File: src/rtl/mbist_pat_gen.sv
// mbist_pat_gen
//   MBIST march-element stimulus generator. On start it walks the address
//   range START..END and issues one or two operations (op0, optional op1)
//   per address to the memory under test. Each read issued here reappears
//   BIST_RD_LAT cycles later on the comparator side as a compare strobe,
//   together with the background data, the read's invert flag and its address.
//
//   Optional feature macro: MBIST_ADDR_DOWN_EN
//     defined   - addr_dir selects an ascending (0) or descending (1) walk
//     undefined - addr_dir is ignored and the walk is always ascending
//
// Ports
//   clk, rst          clock, synchronous active-high reset
//   start             begin an element (taken only when idle)
//   pause             suppress issue and hold sequencing for this cycle
//   addr_dir          walk direction (see macro above)
//   op0, op1          {is_write, invert} of the first / second op per address
//   op1_en            enable the second op per address
//   pattern           background data
//   mem_cs/mem_we/mem_addr/mem_wdata   memory port
//   compare/read_invert/comp_data/cmp_addr   comparator side
//   busy              element in progress
//   done              one-cycle completion pulse
module mbist_pat_gen #(
  parameter int                      BIST_ADDR_WD    = 9,
  parameter int                      BIST_DATA_WD    = 32,
  parameter logic [BIST_ADDR_WD-1:0] BIST_ADDR_START = 9'h000,
  parameter logic [BIST_ADDR_WD-1:0] BIST_ADDR_END   = 9'h1F8,
  parameter int                      BIST_RD_LAT     = 1
) (
  input  logic                    clk,
  input  logic                    rst,
  input  logic                    start,
  input  logic                    pause,
  input  logic                    addr_dir,
  input  logic [1:0]              op0,
  input  logic                    op1_en,
  input  logic [1:0]              op1,
  input  logic [BIST_DATA_WD-1:0] pattern,
  output logic                    mem_cs,
  output logic                    mem_we,
  output logic [BIST_ADDR_WD-1:0] mem_addr,
  output logic [BIST_DATA_WD-1:0] mem_wdata,
  output logic                    compare,
  output logic                    read_invert,
  output logic [BIST_DATA_WD-1:0] comp_data,
  output logic [BIST_ADDR_WD-1:0] cmp_addr,
  output logic                    busy,
  output logic                    done
);

  typedef enum logic [2:0] {
    S_IDLE  = 3'd0,
    S_OP0   = 3'd1,
    S_OP1   = 3'd2,
    S_DRAIN = 3'd3,
    S_DONE  = 3'd4
  } state_t;

  state_t                  state_q, state_d;
  logic [BIST_ADDR_WD-1:0] addr_q, addr_d;
  logic [1:0]              op0_q, op0_d;
  logic [1:0]              op1_q, op1_d;
  logic                    op1_en_q, op1_en_d;
  logic [BIST_DATA_WD-1:0] pattern_q, pattern_d;
  logic [BIST_DATA_WD-1:0] wdata_q, wdata_d;
  logic [1:0]              drain_q, drain_d;

  // Read-check pipeline, one entry per cycle of memory read latency.
  logic                    rd_vld_q  [BIST_RD_LAT];
  logic                    rd_inv_q  [BIST_RD_LAT];
  logic [BIST_ADDR_WD-1:0] rd_addr_q [BIST_RD_LAT];

  logic                    issue;
  logic [1:0]              cur_op;
  logic [BIST_DATA_WD-1:0] issue_wdata;
  logic                    last_addr;
  logic [BIST_ADDR_WD-1:0] next_addr;
  logic [BIST_ADDR_WD-1:0] first_addr;

`ifdef MBIST_ADDR_DOWN_EN
  logic dir_q, dir_d;

  assign first_addr = addr_dir ? BIST_ADDR_END : BIST_ADDR_START;
  assign last_addr  = dir_q ? (addr_q == BIST_ADDR_START) : (addr_q == BIST_ADDR_END);
  assign next_addr  = dir_q ? (addr_q - BIST_ADDR_WD'(1)) : (addr_q + BIST_ADDR_WD'(1));
`else
  logic unused_addr_dir;

  assign unused_addr_dir = addr_dir;
  assign first_addr      = BIST_ADDR_START;
  assign last_addr       = (addr_q == BIST_ADDR_END);
  assign next_addr       = addr_q + BIST_ADDR_WD'(1);
`endif

  always_comb begin
    state_d   = state_q;
    addr_d    = addr_q;
    op0_d     = op0_q;
    op1_d     = op1_q;
    op1_en_d  = op1_en_q;
    pattern_d = pattern_q;
    drain_d   = drain_q;
    issue     = 1'b0;
    cur_op    = op0_q;
`ifdef MBIST_ADDR_DOWN_EN
    dir_d     = dir_q;
`endif
    case (state_q)
      S_IDLE: begin
        if (start) begin
          state_d   = S_OP0;
          addr_d    = first_addr;
          op0_d     = op0;
          op1_d     = op1;
          op1_en_d  = op1_en;
          pattern_d = pattern;
          drain_d   = 2'd0;
`ifdef MBIST_ADDR_DOWN_EN
          dir_d     = addr_dir;
`endif
        end
      end
      S_OP0: begin
        cur_op = op0_q;
        if (!pause) begin
          issue = 1'b1;
          if (op1_en_q) begin
            state_d = S_OP1;
          end else if (last_addr) begin
            state_d = S_DRAIN;
          end else begin
            addr_d = next_addr;
          end
        end
      end
      S_OP1: begin
        cur_op = op1_q;
        if (!pause) begin
          issue = 1'b1;
          if (last_addr) begin
            state_d = S_DRAIN;
          end else begin
            addr_d  = next_addr;
            state_d = S_OP0;
          end
        end
      end
      // Let the final read of the element reach the comparator before done.
      S_DRAIN: begin
        if (drain_q == 2'(BIST_RD_LAT - 1)) begin
          state_d = S_DONE;
        end else begin
          drain_d = drain_q + 2'd1;
        end
      end
      S_DONE: begin
        state_d = S_IDLE;
      end
      default: begin
        state_d = S_IDLE;
      end
    endcase
  end

  assign issue_wdata = cur_op[0] ? ~pattern_q : pattern_q;
  // Write data is remembered so the port holds its last value between issues.
  assign wdata_d     = issue ? issue_wdata : wdata_q;

  always_ff @(posedge clk) begin
    if (rst) begin
      state_q   <= S_IDLE;
      addr_q    <= '0;
      op0_q     <= '0;
      op1_q     <= '0;
      op1_en_q  <= 1'b0;
      pattern_q <= '0;
      wdata_q   <= '0;
      drain_q   <= '0;
`ifdef MBIST_ADDR_DOWN_EN
      dir_q     <= 1'b0;
`endif
      for (int i = 0; i < BIST_RD_LAT; i++) begin
        rd_vld_q[i]  <= 1'b0;
        rd_inv_q[i]  <= 1'b0;
        rd_addr_q[i] <= '0;
      end
    end else begin
      state_q   <= state_d;
      addr_q    <= addr_d;
      op0_q     <= op0_d;
      op1_q     <= op1_d;
      op1_en_q  <= op1_en_d;
      pattern_q <= pattern_d;
      wdata_q   <= wdata_d;
      drain_q   <= drain_d;
`ifdef MBIST_ADDR_DOWN_EN
      dir_q     <= dir_d;
`endif
      // Pipeline shifts unconditionally so compares emerge on time under pause.
      rd_vld_q[0]  <= issue & ~cur_op[1];
      rd_inv_q[0]  <= cur_op[0];
      rd_addr_q[0] <= addr_q;
      for (int i = 1; i < BIST_RD_LAT; i++) begin
        rd_vld_q[i]  <= rd_vld_q[i-1];
        rd_inv_q[i]  <= rd_inv_q[i-1];
        rd_addr_q[i] <= rd_addr_q[i-1];
      end
    end
  end

  assign mem_cs    = issue;
  assign mem_we    = issue & cur_op[1];
  assign mem_addr  = addr_q;
  assign mem_wdata = wdata_d;

  assign compare     = rd_vld_q[BIST_RD_LAT-1];
  assign read_invert = compare & rd_inv_q[BIST_RD_LAT-1];
  assign cmp_addr    = compare ? rd_addr_q[BIST_RD_LAT-1] : '0;
  assign comp_data   = compare ? pattern_q : '0;

  assign busy = (state_q != S_IDLE);
  assign done = (state_q == S_DONE);

endmodule

File: config.mk
export PLATFORM = sky130hd
export DESIGN_NAME = mbist_pat_gen
export DESIGN_NICKNAME = d
export VERILOG_FILES = /design/src/rtl/mbist_pat_gen.sv
export SDC_FILE = /design/constraint.sdc
export NUM_CORES = 1
export LEC_CHECK = 0
export BUFFER_PORTS_ARGS = -buffer_cell sky130_fd_sc_hd__clkbuf_2
export CORE_MARGIN = 8
export CORE_UTILIZATION = 47
export CTS_CLUSTER_DIAMETER = 150
export DETAILED_ROUTE_END_ITERATION = 8
export PLACE_DENSITY = 0.81
export SLEW_MARGIN = 20
export SYNTH_ARGS = -nofsm -noshare
export SYNTH_HDL_FRONTEND = slang
export SYNTH_SLANG_ARGS = --single-unit
File: constraint.sdc
create_clock -name clk -period 1.8 [get_ports clk]
set_input_delay 0.36 -clock clk [delete_from_list [all_inputs] [get_ports clk]]
set_output_delay 0.36 -clock clk [all_outputs]
set_load 0.005 [all_outputs]
# Word-level counts from Yosys, hierarchy flattened

Memory sizes are Yosys's and may differ from the RTL's.
Cells that the tools add are included.

Mux-type cells: 33
Bitwise gates (word level): 5
Reductions and logical operators: 13
Add/sub/neg operators: 2
Equal/unequal tests: 12

Operators with widths:

| cell                                                             | number |
|---|---|
| 32-bit 2-to-1 mux                                                | 3 |
| 9-bit 2-to-1 mux                                                 | 7 |
| 32-bit inverter                                                  | 1 |
| 9-bit case mux with 3 select lines                               | 1 |
| 3-bit 2-to-1 mux                                                 | 6 |
| 2-bit inequality test (second input constant)                    | 6 |
| 3-bit case mux with 4 select lines                               | 1 |
| 1-bit 2-to-1 mux                                                 | 10 |
| 5-bit AND reduction                                              | 2 |
| 9-bit by 1-bit adder with 9-bit output (second input constant)   | 1 |
| 9-bit == test (second input constant)                            | 1 |
| 9-bit OR reduction                                               | 1 |
| 2-bit 2-to-1 mux                                                 | 4 |
| 3-bit by 2-bit == test with 1-bit output (second input constant) | 2 |
| 3-bit nonzero test                                               | 2 |
| 2-bit case mux with 2 select lines                               | 1 |
| 1-bit AND                                                        | 3 |
| 3-bit by 1-bit == test with 1-bit output (second input constant) | 1 |
| 3-bit == test (second input constant)                            | 1 |
| 3-bit zero test                                                  | 1 |
| 3-bit inequality test (second input constant)                    | 1 |
| 3-bit AND reduction                                              | 1 |
| 2-bit by 1-bit adder with 2-bit output (second input constant)   | 1 |
| 2-bit zero test                                                  | 1 |
| other kinds (5)                                                  | 6 |

Register bits: 83
Output and inout port bits: 88
RAM bits: 11
Word-level logic and storage cells: 76
Input port bits: 42
Memories: 3

Memory list:

| name      | depth | bits a word | rd ports | clocked after Yosys merged registers in | wr ports | line | source |
|---|---|---|---|---|---|---|---|
| rd_addr_q | 1     | 9           | 1        | 0                                       | 1        | 72   | `logic [BIST_ADDR_WD-1:0] rd_addr_q [BIST_RD_LAT];` |
| rd_inv_q  | 1     | 1           | 1        | 0                                       | 1        | 71   | `logic rd_inv_q [BIST_RD_LAT];` |
| rd_vld_q  | 1     | 1           | 1        | 0                                       | 1        | 70   | `logic rd_vld_q [BIST_RD_LAT];` |

# Depth between registers and ports, before layout

Gate-level depths: netlist of the first run.

Depth after elaboration: 5
Mapped depth: 8
Gate-level depth less buffers: 6

# Least setup slack after synthesis of the first run

OpenSTA, ideal clock, no wires.

Kind: reg-to-output
Start point: register state_q[0]
End point: output port mem_wdata[10]
Arrival: 1.689 ns
Path buffers: 2
Stages on the path, launching flop included: 7
Required time: 1.440 ns
Setup slack: -0.249 ns
Cell sequence: dfxtp_1 buf_2 nor3b_2 mux2i_2 buf_2 xor2_1 o21ai_0

Longest elaborated chain between the ends: 4
Elaborated cells on any way between the ends: 7
Those cells by class: eq/ne (2); mux (4); reduce/logical (1)

Ends and longest elaborated chain:

| what                                                                                                 | line | source |
|---|---|---|
| from (decl)                                                                                          | 60   | `state_t state_q, state_d;` |
| from (signal assigned)                                                                               | 189  | `state_q <= state_d;` |
| 3-bit by 2-bit == test with 1-bit output or 3-bit by 1-bit == test with 1-bit output (tied branches) | 109  | `case (state_q)` |
| 2-bit 2-to-1 mux or 2-bit OR reduction (tied branches)                                               | -    |  |
| 32-bit 2-to-1 mux or 1-bit 2-to-1 mux (tied branches)                                                | -    |  |
| 32-bit 2-to-1 mux *                                                                                  | 168  | `assign wdata_d = issue ? issue_wdata : wdata_q;` |
| to (decl)                                                                                            | 43   | `output logic [BIST_DATA_WD-1:0] mem_wdata,` |

Every way passes the cells marked *; elsewhere a longest branch is shown, timed or not.

# Final worst setup path of the first run

Start point: register state_q[1]
End point: output port mem_wdata[21]

The elaborated chain is that of the path after synthesis.

==> metrics.csv, run 1 <==
stage,metric,value,unit
outcome,status,"finished, violations left",
outcome,violations,setup timing,
floorplan,die_w,114,um
placed_design,hpwl,9070,um
drt,wl_per_cell,18.3,um
setup_path,slowest_stage,dfxtp_2,
power_and_ir_drop,p_per_area,660,nW/um^2
timing,layout_min_cycle_time,2.42,ns
floorplan,die_h,114,um
layout,area_growth,54.6,%
setup_path,cp-end-kind,output pin,
run,cap_violations,0,
placed_design,portBuffers,128,
power_and_ir_drop,p_leak,2.95,nW
grt,grt_pass1_wl,22700,um
logic_synthesis,synth_top_area_share,41.8,%
logic_synthesis,yosysSeqAreaShare,41.8,%
floorplan,coreArea,9280,sq um
setup_path,cp_num_buf_inv,3,
power_and_ir_drop,peakVddDrop,0.470,mV
setup_path,startpoint_type,flip-flop,
timing,period_share,135,%
worst_hold_path,min_path_type,in2reg,
drt,drt-pass1-iter-count,5,
grt,gr-usage-all-layers,21.3,%
drt,ant_nets,0,
timing,skew,0.0171,ns
layout,finish.net_count,794,
logic_synthesis,synthFlopType,dfxtp_1,
setup_path,crit_chain,nor3b_4 -> mux2i_4 -> buf_12 -> buf_16 -> xor2_1 -> o21ai_1 -> clkbuf_2,
setup_path,regToRegSetupSlack,-0.24,ns
drt,via_count,4909,
logic_synthesis,syn_inst,559,
timing,whs,0.204,ns
logic_synthesis,synth_edf_count,0,
power_and_ir_drop,total_power,4.60,mW
clocking,clock_sinks,94,
logic_synthesis,syn_area,4500,sq um
timing,max-slew-margin-rel,62.9,%
setup_path,required,1.44,ns
grt,grt_pass1_vias,4624,
floorplan,die_area,13000,sq um
floorplan,ioPinCount,130,
layout,utilization,75.0,%
timing,hold_viol,0,
layout,finalNonFillerCells,883,
clocking,cts_tree,built,
logic_synthesis,synth.avg_cell_area,8.06,sq um
timing,slew_viol_final,0,
layout,antenna_cells,0,
clocking,clockBufferDepth,2,
logic_synthesis,synthTopCellsByArea,"dfxtp_1 (42%), nand2_1 (9.6%), xor2_1 (6.2%)",
clocking,cts_buffers,9,
grt,antenna_found_initial,0,
logic_synthesis,synth-seq-cells,94,
clocking,htreeDepth,3,
grt,grt_max_degree,34,
logic_synthesis,synth_commonest_cells,"nand2_1 (115), dfxtp_1 (94), and2_1 (43), a21oi_1 (42), nand3b_1 (35)",
setup_path,crit_family,buffers and inverters,
logic_synthesis,syn_nets,604,
setup_path,cpPeakStageDelay,0.37,ns
drt,drc,0,
timing,setup_ws,-0.623,ns
timing,setup_viol,81,
placed_design,placed_cells,830,
placed_design,dp_slack,-0.247,ns
logic_synthesis,synth_most_common_cell,nand2_1,
drt,viasPerCell,5.56,
timing,max_freq,413,MHz
layout,fillCellCount,629,
timing,rsz0062_at_grt,yes,
clocking,hold_buffers,0,
setup_path,crit_fanout,7,
clocking,clkTransAtPathRegs,0.11,ns
setup_path,cp.arrival,2.06,ns
drt,wirelength,16200,um
logic_synthesis,synth_cell_type_count,50,
logic_synthesis,yosys.area.top_type,dfxtp_1,
timing,tightest_slew,0.555,ns
grt,grt-ovfl-total,0,
layout,layout-drive-gt1-share,45.5,%
floorplan,fp-row-count,35,
placed_design,gp_congestion,0.845,
drt,drt_iter0_markers,523,
floorplan,initial_utilization,48.5,%
clocking,clk-insertion-delay-late,0.36,ns
logic_synthesis,synth-async-reset-ratio,0,%
logic_synthesis,synth_warnings,0,
setup_path,worstSetupPathType,reg2out,
clocking,cts-root-buf,clkbuf_8,
-- worst paths after layout --
kind	from	to	cells after the start
hold / removal	pattern[14]	pattern_q[14]	3
setup reg to reg	state_q[0]	mem_addr[5]	9
setup / recovery	state_q[1]	mem_wdata[21]	7
hold reg to reg	drain_q[1]	drain_q[1]	2
-- layout make-up --
| cell class | count | area, sq um | share of cell area, % |
|---|---|---|---|
| multi-input combinational | 410 | 2970 | 42.7 |
| sequential | 94 | 1890 | 27.2 |
| timing repair buffer | 222 | 1700 | 24.5 |
| tap | 129 | 161 | 2.32 |
| clock buffer | 9 | 124 | 1.78 |
| clock inverter | 7 | 66.3 | 0.953 |
| inverter | 12 | 45.0 | 0.647 |
-- stage by stage --
| step | area (sq um) | TNS (ns) |
|---|---|---|
| 2_1_floorplan | 4560 | -2.59 |
| 3_3_place_gp | 5650 | -5.32 |
| 3_5_place_dp | 5650 | -8.44 |
| 4_1_cts | 6390 | -21.04 |
| 5_1_grt | 6960 | -34.83 |
| 6_report | 6960 | -27.52 |
-- repair_timing --
action                     CTS  global route
gates resized for setup     52            80
setup endpoints to repair   77            78
gates cloned                 6             5
buffers inserted             8            22
pin swaps                   12            18
-- worst reg2reg max path: cells and delay by family, from the launching register on --
| family | cells | cell delay [ns] |
|---|---|---|
| buf+inv | 5 | 0.61 |
| simple gates | 1 | 0.16 |
| compound gates | 3 | 0.79 |
| flops | 1 | 0.37 |
-- power breakdown --
group	internal [mW]	total [mW]	switching [mW]
clock network	0.534	1.36	0.828
logic	0.501	0.994	0.494
registers	2.16	2.24	0.0834
total	3.19	4.60	1.41
-- cell families (layout without fill, tap and decap cells) --
kind of cell	count (synthesis)	in the layout	share of synthesized area, %
compound gates	132	132	17.1
xor+xnor	33	33	6.42
fa+ha+maj	3	3	0.834
buf+inv	55	250	5.50
flops	94	94	41.8
mux	2	2	0.556
simple gates	240	240	27.8
-- sequential cells by signal (all words and copies together) (netlist names) --
name and cells:
rd_inv_q 1, op1_en_q 1, drain_q 2, op0_q 2, rd_addr_q 9, op1_q 2
pattern_q 32, rd_vld_q 1, state_q 3, wdata_q 32, mem_addr 9
-- per-layer routing --
layer,up-vias,wire length [um],GRT usage [%]
met5,-,0,0
met4,0,316,5.59
met3,34,996,4.54
met2,228,8590,38.7
met1,2396,6280,24.7
li1,2251,-,-
-- layout by cell type (no fill, tap or decap), drive strengths merged, types with 5 or more instances in the layout --
master | synthesis | layout
dfxtp | 94 | 94
clkbuf | 23 | 133
nor2 | 9 | 9
and2 | 43 | 43
nor2b | 7 | 7
or3 | 5 | 5
nand2 | 115 | 115
xor2 | 32 | 32
inv | 12 | 15
o21ai | 65 | 65
buf | 20 | 96
nand3 | 5 | 5
nand3b | 35 | 35
a21oi | 42 | 42
Note: power is estimated with default switching activity, not from simulation.
==> run 2: changes to the inputs <==
--- a/config.mk
+++ b/config.mk
@@ -7,10 +7,11 @@
 export LEC_CHECK = 0
 export BUFFER_PORTS_ARGS = -buffer_cell sky130_fd_sc_hd__clkbuf_2
 export CORE_MARGIN = 8
-export CORE_UTILIZATION = 47
+export CORE_UTILIZATION = 43
+export CTS_BUF_LIST = sky130_fd_sc_hd__clkbuf_8
 export CTS_CLUSTER_DIAMETER = 150
 export DETAILED_ROUTE_END_ITERATION = 8
-export PLACE_DENSITY = 0.81
+export PLACE_DENSITY = 0.76
 export SLEW_MARGIN = 20
 export SYNTH_ARGS = -nofsm -noshare
 export SYNTH_HDL_FRONTEND = slang
==> metrics.csv, run 2 (same netlist as run 1, synthesis figures left out) <==
stage,metric,value,unit
timing,rsz0062_at_grt,yes,
layout,antenna_cells,0,
setup_path,slowest_stage,dfxtp_4,
power_and_ir_drop,p_leak,2.91,nW
outcome,violations,setup timing,
clocking,clock_sinks,94,
grt,grt_pass1_vias,4647,
drt,viasPerCell,5.21,
grt,grt-ovfl-total,0,
placed_design,portBuffers,128,
layout,finish.net_count,792,
timing,slew_viol_final,0,
layout,final_common_cell,clkbuf_2,
timing,hold_viol,0,
clocking,clk-insertion-delay-late,0.36,ns
power_and_ir_drop,peakVddDrop,0.320,mV
drt,wl_per_cell,16.2,um
timing,max-slew-margin-rel,67.1,%
timing,period_share,136,%
clocking,cts-root-buf,clkbuf_8,
setup_path,startpoint_type,flip-flop,
drt,drt-pass1-iter-count,6,
clocking,htreeDepth,3,
floorplan,fp-row-count,37,
grt,antenna_found_initial,0,
floorplan,die_w,118,um
timing,setup_viol,76,
worst_hold_path,min_path_type,in2reg,
drt,wirelength,14400,um
layout,multiInputGateArea,2970,sq um
run,cap_violations,0,
placed_design,dp_slack,-0.250,ns
setup_path,crit_fanout,9,
clocking,hold_buffers,0,
grt,gr-usage-all-layers,19.5,%
setup_path,cp.arrival,2.09,ns
floorplan,initial_utilization,44.0,%
layout,finalNonFillerCells,888,
layout,seq_area,1890,sq um
floorplan,die_h,118,um
placed_design,placed_cells,847,
placed_design,hpwl,9320,um
drt,drt_iter0_markers,385,
setup_path,cpPeakStageDelay,0.37,ns
setup_path,worstSetupPathType,reg2out,
floorplan,coreArea,10200,sq um
layout,top_regs,"pattern_q x32, wdata_q x32",
timing,max_freq,408,MHz
power_and_ir_drop,total_power,4.61,mW
layout,area_growth,52.6,%
clocking,cts_tree,built,
outcome,status,"finished, violations left",
layout,fillCellCount,779,
timing,layout_min_cycle_time,2.45,ns
timing,tightest_slew,0.492,ns
clocking,cts_buffers,9,
setup_path,cp-end-kind,output pin,
clocking,clockBufferDepth,2,
floorplan,die_area,14000,sq um
timing,setup_ws,-0.654,ns
timing,whs,0.205,ns
layout,layout_common_cells,"clkbuf_2 (123), nand2_1 (115), dfxtp_1 (89)",
timing,skew,0.00868,ns
placed_design,gp_congestion,0.787,
grt,grt_max_degree,40,
setup_path,crit_chain,nor3b_4 -> mux2i_4 -> buf_12 -> buf_4 -> xor2_2 -> o21ai_1 -> clkbuf_2,
drt,ant_nets,0,
power_and_ir_drop,p_per_area,671,nW/um^2
clocking,clkTransAtPathRegs,0.09,ns
layout,layout-drive-gt1-share,44.8,%
setup_path,required,1.44,ns
drt,drc,0,
floorplan,ioPinCount,130,
drt,via_count,4624,
timing,fin_setup_tns,-24.36,ns
setup_path,regToRegSetupSlack,-0.19,ns
grt,grt_pass1_wl,22900,um
-- run 2: timing repair --
action | CTS | global route
setup endpoints to repair | 76 | 105
resized for setup | 66 | 63
gates cloned | 4 | 1
buffers inserted | 13 | 11
pin swaps | 12 | 5
-- run 2: cell type report --
class,count,area share (%)
clock inverter,5,0.728
tap,136,2.48
clock buffer,11,2.20
sequential,94,27.6
inverter,12,0.656
timing repair buffer,220,23.2
multi-input combinational,410,43.2
-- run 2: routing by layer --
metal	part of all wire, %	wire [um]	GRT usage (%)	vias to the layer above
li1	-	-	-	2242
met1	42	6020	22.7	2229
met2	51	7420	34.1	139
met3	5.4	781	4.66	14
met4	1.5	210	7.29	0
met5	0	0	0	-
-- run 2: path summary, 6_finish.rpt --
kind                                  start            end  depth (start not counted)
worst max register to register   state_q[0]    rd_vld_q[0]                          8
worst min-delay path            pattern[16]  pattern_q[16]                          3
worst min register to register   drain_q[0]     drain_q[0]                          2
worst max-delay path             state_q[0]   mem_wdata[6]                          7
-- run 2: report_power, final --
group          internal [mW]  total, mW  switching [mW]
registers               2.15       2.24          0.0816
clock network          0.707       1.45           0.741
logic                  0.462      0.927           0.466
total                   3.32       4.61            1.29
-- run 2: metrics by stage --
| stage | utilization, % | instance area [sq um] |
|---|---|---|
| after CTS | 63.5 | 6500 |
| final | 67.2 | 6870 |
| after global placement | 56.4 | 5770 |
| after floorplan | - | 4560 |
| after global routing | 67.2 | 6870 |
| after detailed placement | 56.4 | 5770 |
-- run 2: worst max-delay path: cells and delay by family (launching register included) --
kind / cells / cell delay [ns]
AOI/OAI and AO/OA: 1 / 0.11
muxes: 1 / 0.30
and+or+nand+nor: 1 / 0.28
DFF: 1 / 0.37
buffers and inverters: 3 / 0.47
xor gates and xnor gates: 1 / 0.19
==> run 3: changes to the inputs <==
--- a/config.mk
+++ b/config.mk
@@ -12,6 +12,7 @@
 export CTS_CLUSTER_DIAMETER = 150
 export DETAILED_ROUTE_END_ITERATION = 8
 export PLACE_DENSITY = 0.76
+export SKIP_LAST_GASP = 1
 export SLEW_MARGIN = 20
 export SYNTH_ARGS = -nofsm -noshare
 export SYNTH_HDL_FRONTEND = slang
==> metrics.csv, run 3 (same netlist as run 1, synthesis figures left out) <==
stage,metric,value,unit
outcome,status,"finished, violations left",
outcome,violations,setup timing,
drt,drt_iter0_markers,416,
timing,period_share,136,%
grt,antenna_found_initial,0,
clocking,cts-root-buf,clkbuf_8,
power_and_ir_drop,peakVddDrop,0.309,mV
floorplan,die_area,14000,sq um
floorplan,die_w,118,um
grt,grt_pass1_wl,23100,um
clocking,cts_tree,built,
drt,wirelength,14800,um
layout,final_common_cell,clkbuf_2,
timing,slew_viol_final,0,
drt,drc,0,
run,cap_violations,0,
floorplan,die_h,118,um
setup_path,required,1.44,ns
grt,grt-ovfl-total,0,
drt,wl_per_cell,16.6,um
drt,viasPerCell,5.25,
clocking,clockBufferDepth,2,
timing,setup_ws,-0.653,ns
power_and_ir_drop,pwr-share-clk,31.4,%
placed_design,portBuffers,128,
timing,whs,0.207,ns
clocking,hold_buffers,0,
timing,skew,0.0132,ns
drt,ant_nets,0,
timing,layout_min_cycle_time,2.45,ns
timing,hold_viol,0,
drt,via_count,4670,
setup_path,startpoint_type,flip-flop,
timing,tightest_slew,0.551,ns
timing,rsz0062_at_grt,yes,
timing,max_freq,408,MHz
power_and_ir_drop,p_int,3.32,mW
power_and_ir_drop,p_seq_share,48.6,%
layout,layout-drive-gt1-share,44.2,%
setup_path,crit_fanout,9,
setup_path,cp-end-kind,output pin,
setup_path,cp.arrival,2.09,ns
layout,finish.net_count,793,
floorplan,coreArea,10200,sq um
grt,gr-usage-all-layers,19.7,%
layout,finalNonFillerCells,889,
power_and_ir_drop,pwr-share-comb,19.9,%
layout,antenna_cells,0,
drt,drt-pass1-iter-count,7,
setup_path,worstSetupPathType,reg2out,
grt,grt_pass1_vias,4681,
power_and_ir_drop,p_sw_share,27.8,%
power_and_ir_drop,p_per_area,676,nW/um^2
placed_design,placed_cells,847,
power_and_ir_drop,p_leak,2.89,nW
floorplan,fp-row-count,37,
clocking,cts_buffers,9,
timing,max-slew-margin-rel,63.1,%
layout,layout_common_cells,"clkbuf_2 (125), nand2_1 (115), dfxtp_1 (89)",
floorplan,ioPinCount,130,
grt,grt_max_degree,40,
layout,area_growth,51.0,%
power_and_ir_drop,p_switching,1.28,mW
clocking,clkTransAtPathRegs,0.09,ns
clocking,clk-insertion-delay-late,0.36,ns
clocking,clock_sinks,94,
placed_design,hpwl,9320,um
layout,fillCellCount,792,
clocking,htreeDepth,3,
placed_design,dp_slack,-0.250,ns
placed_design,gp_congestion,0.787,
timing,setup_viol,76,
floorplan,initial_utilization,44.0,%
worst_hold_path,min_path_type,in2reg,
layout,top_regs,"pattern_q x32, wdata_q x32",
[run 3: final timing paths]
path / endpoint / slack [ns] / cells after the start / from
setup / recovery: mem_wdata[6] / -0.65 / 7 / state_q[0]
hold / removal: pattern_q[16] / 0.21 / 3 / pattern[16]
setup reg to reg: wdata_q[6] / -0.20 / 8 / state_q[0]
hold reg to reg: drain_q[0] / 0.48 / 2 / drain_q[0]
[run 3: critical path, stage by stage (launching register included)]
cell,delay (ns)
dfxtp_4,0.37
nor3b_4,0.28
mux2i_4,0.30
buf_12,0.17
buf_4,0.17
xor2_2,0.19
o21ai_1,0.10
clkbuf_2,0.12
[run 3: metrics by stage]
stage               area [sq um]  util (%)  TNS [ns]  power, mW
finish                      6800      66.5    -24.87       4.60
global route                6800      66.5    -30.27       4.79
CTS                         6430      62.8    -24.04       4.51
detailed placement          5770      56.4     -8.76       2.98
global placement            5770      56.4     -5.56       2.95
floorplan                   4560         -     -2.59       2.63
[run 3: power by group through the flow]
| stage | logic (mW) | registers [mW] | clock network (mW) |
|---|---|---|---|
| 5_1_grt | 0.990 | 2.24 | 1.55 |
| 3_3_place_gp | 0.689 | 2.26 | 0 |
| 3_5_place_dp | 0.710 | 2.27 | 0 |
| 4_1_cts | 0.820 | 2.22 | 1.46 |
| 6_report | 0.917 | 2.23 | 1.45 |
| 2_1_floorplan | 0.381 | 2.25 | 0 |
[run 3: what timing repair did]
item                       CTS  global route
gates resized for setup     51            65
pin swaps                   10             9
setup endpoints to repair   76           105
gates cloned                 4             1
setup buffers               13            12
[run 3: per-layer routing]
| layer | vias up | share of wire, % | GRT usage, % |
|---|---|---|---|
| met5 | - | 0 | 0 |
| met1 | 2224 | 41 | 22.8 |
| met3 | 28 | 6.0 | 4.71 |
| met4 | 0 | 2.0 | 7.45 |
| li1 | 2243 | - | - |
| met2 | 175 | 51 | 34.5 |
[run 3: cell type report]
cell class                 count  area (sq um)  area share [%]
clock buffer                  11           151            2.23
clock inverter                 5          50.0           0.736
inverter                      12          45.0           0.662
multi-input combinational    410          2890            42.5
sequential                    94          1890            27.8
tap                          136           170            2.50
timing repair buffer         221          1600            23.6
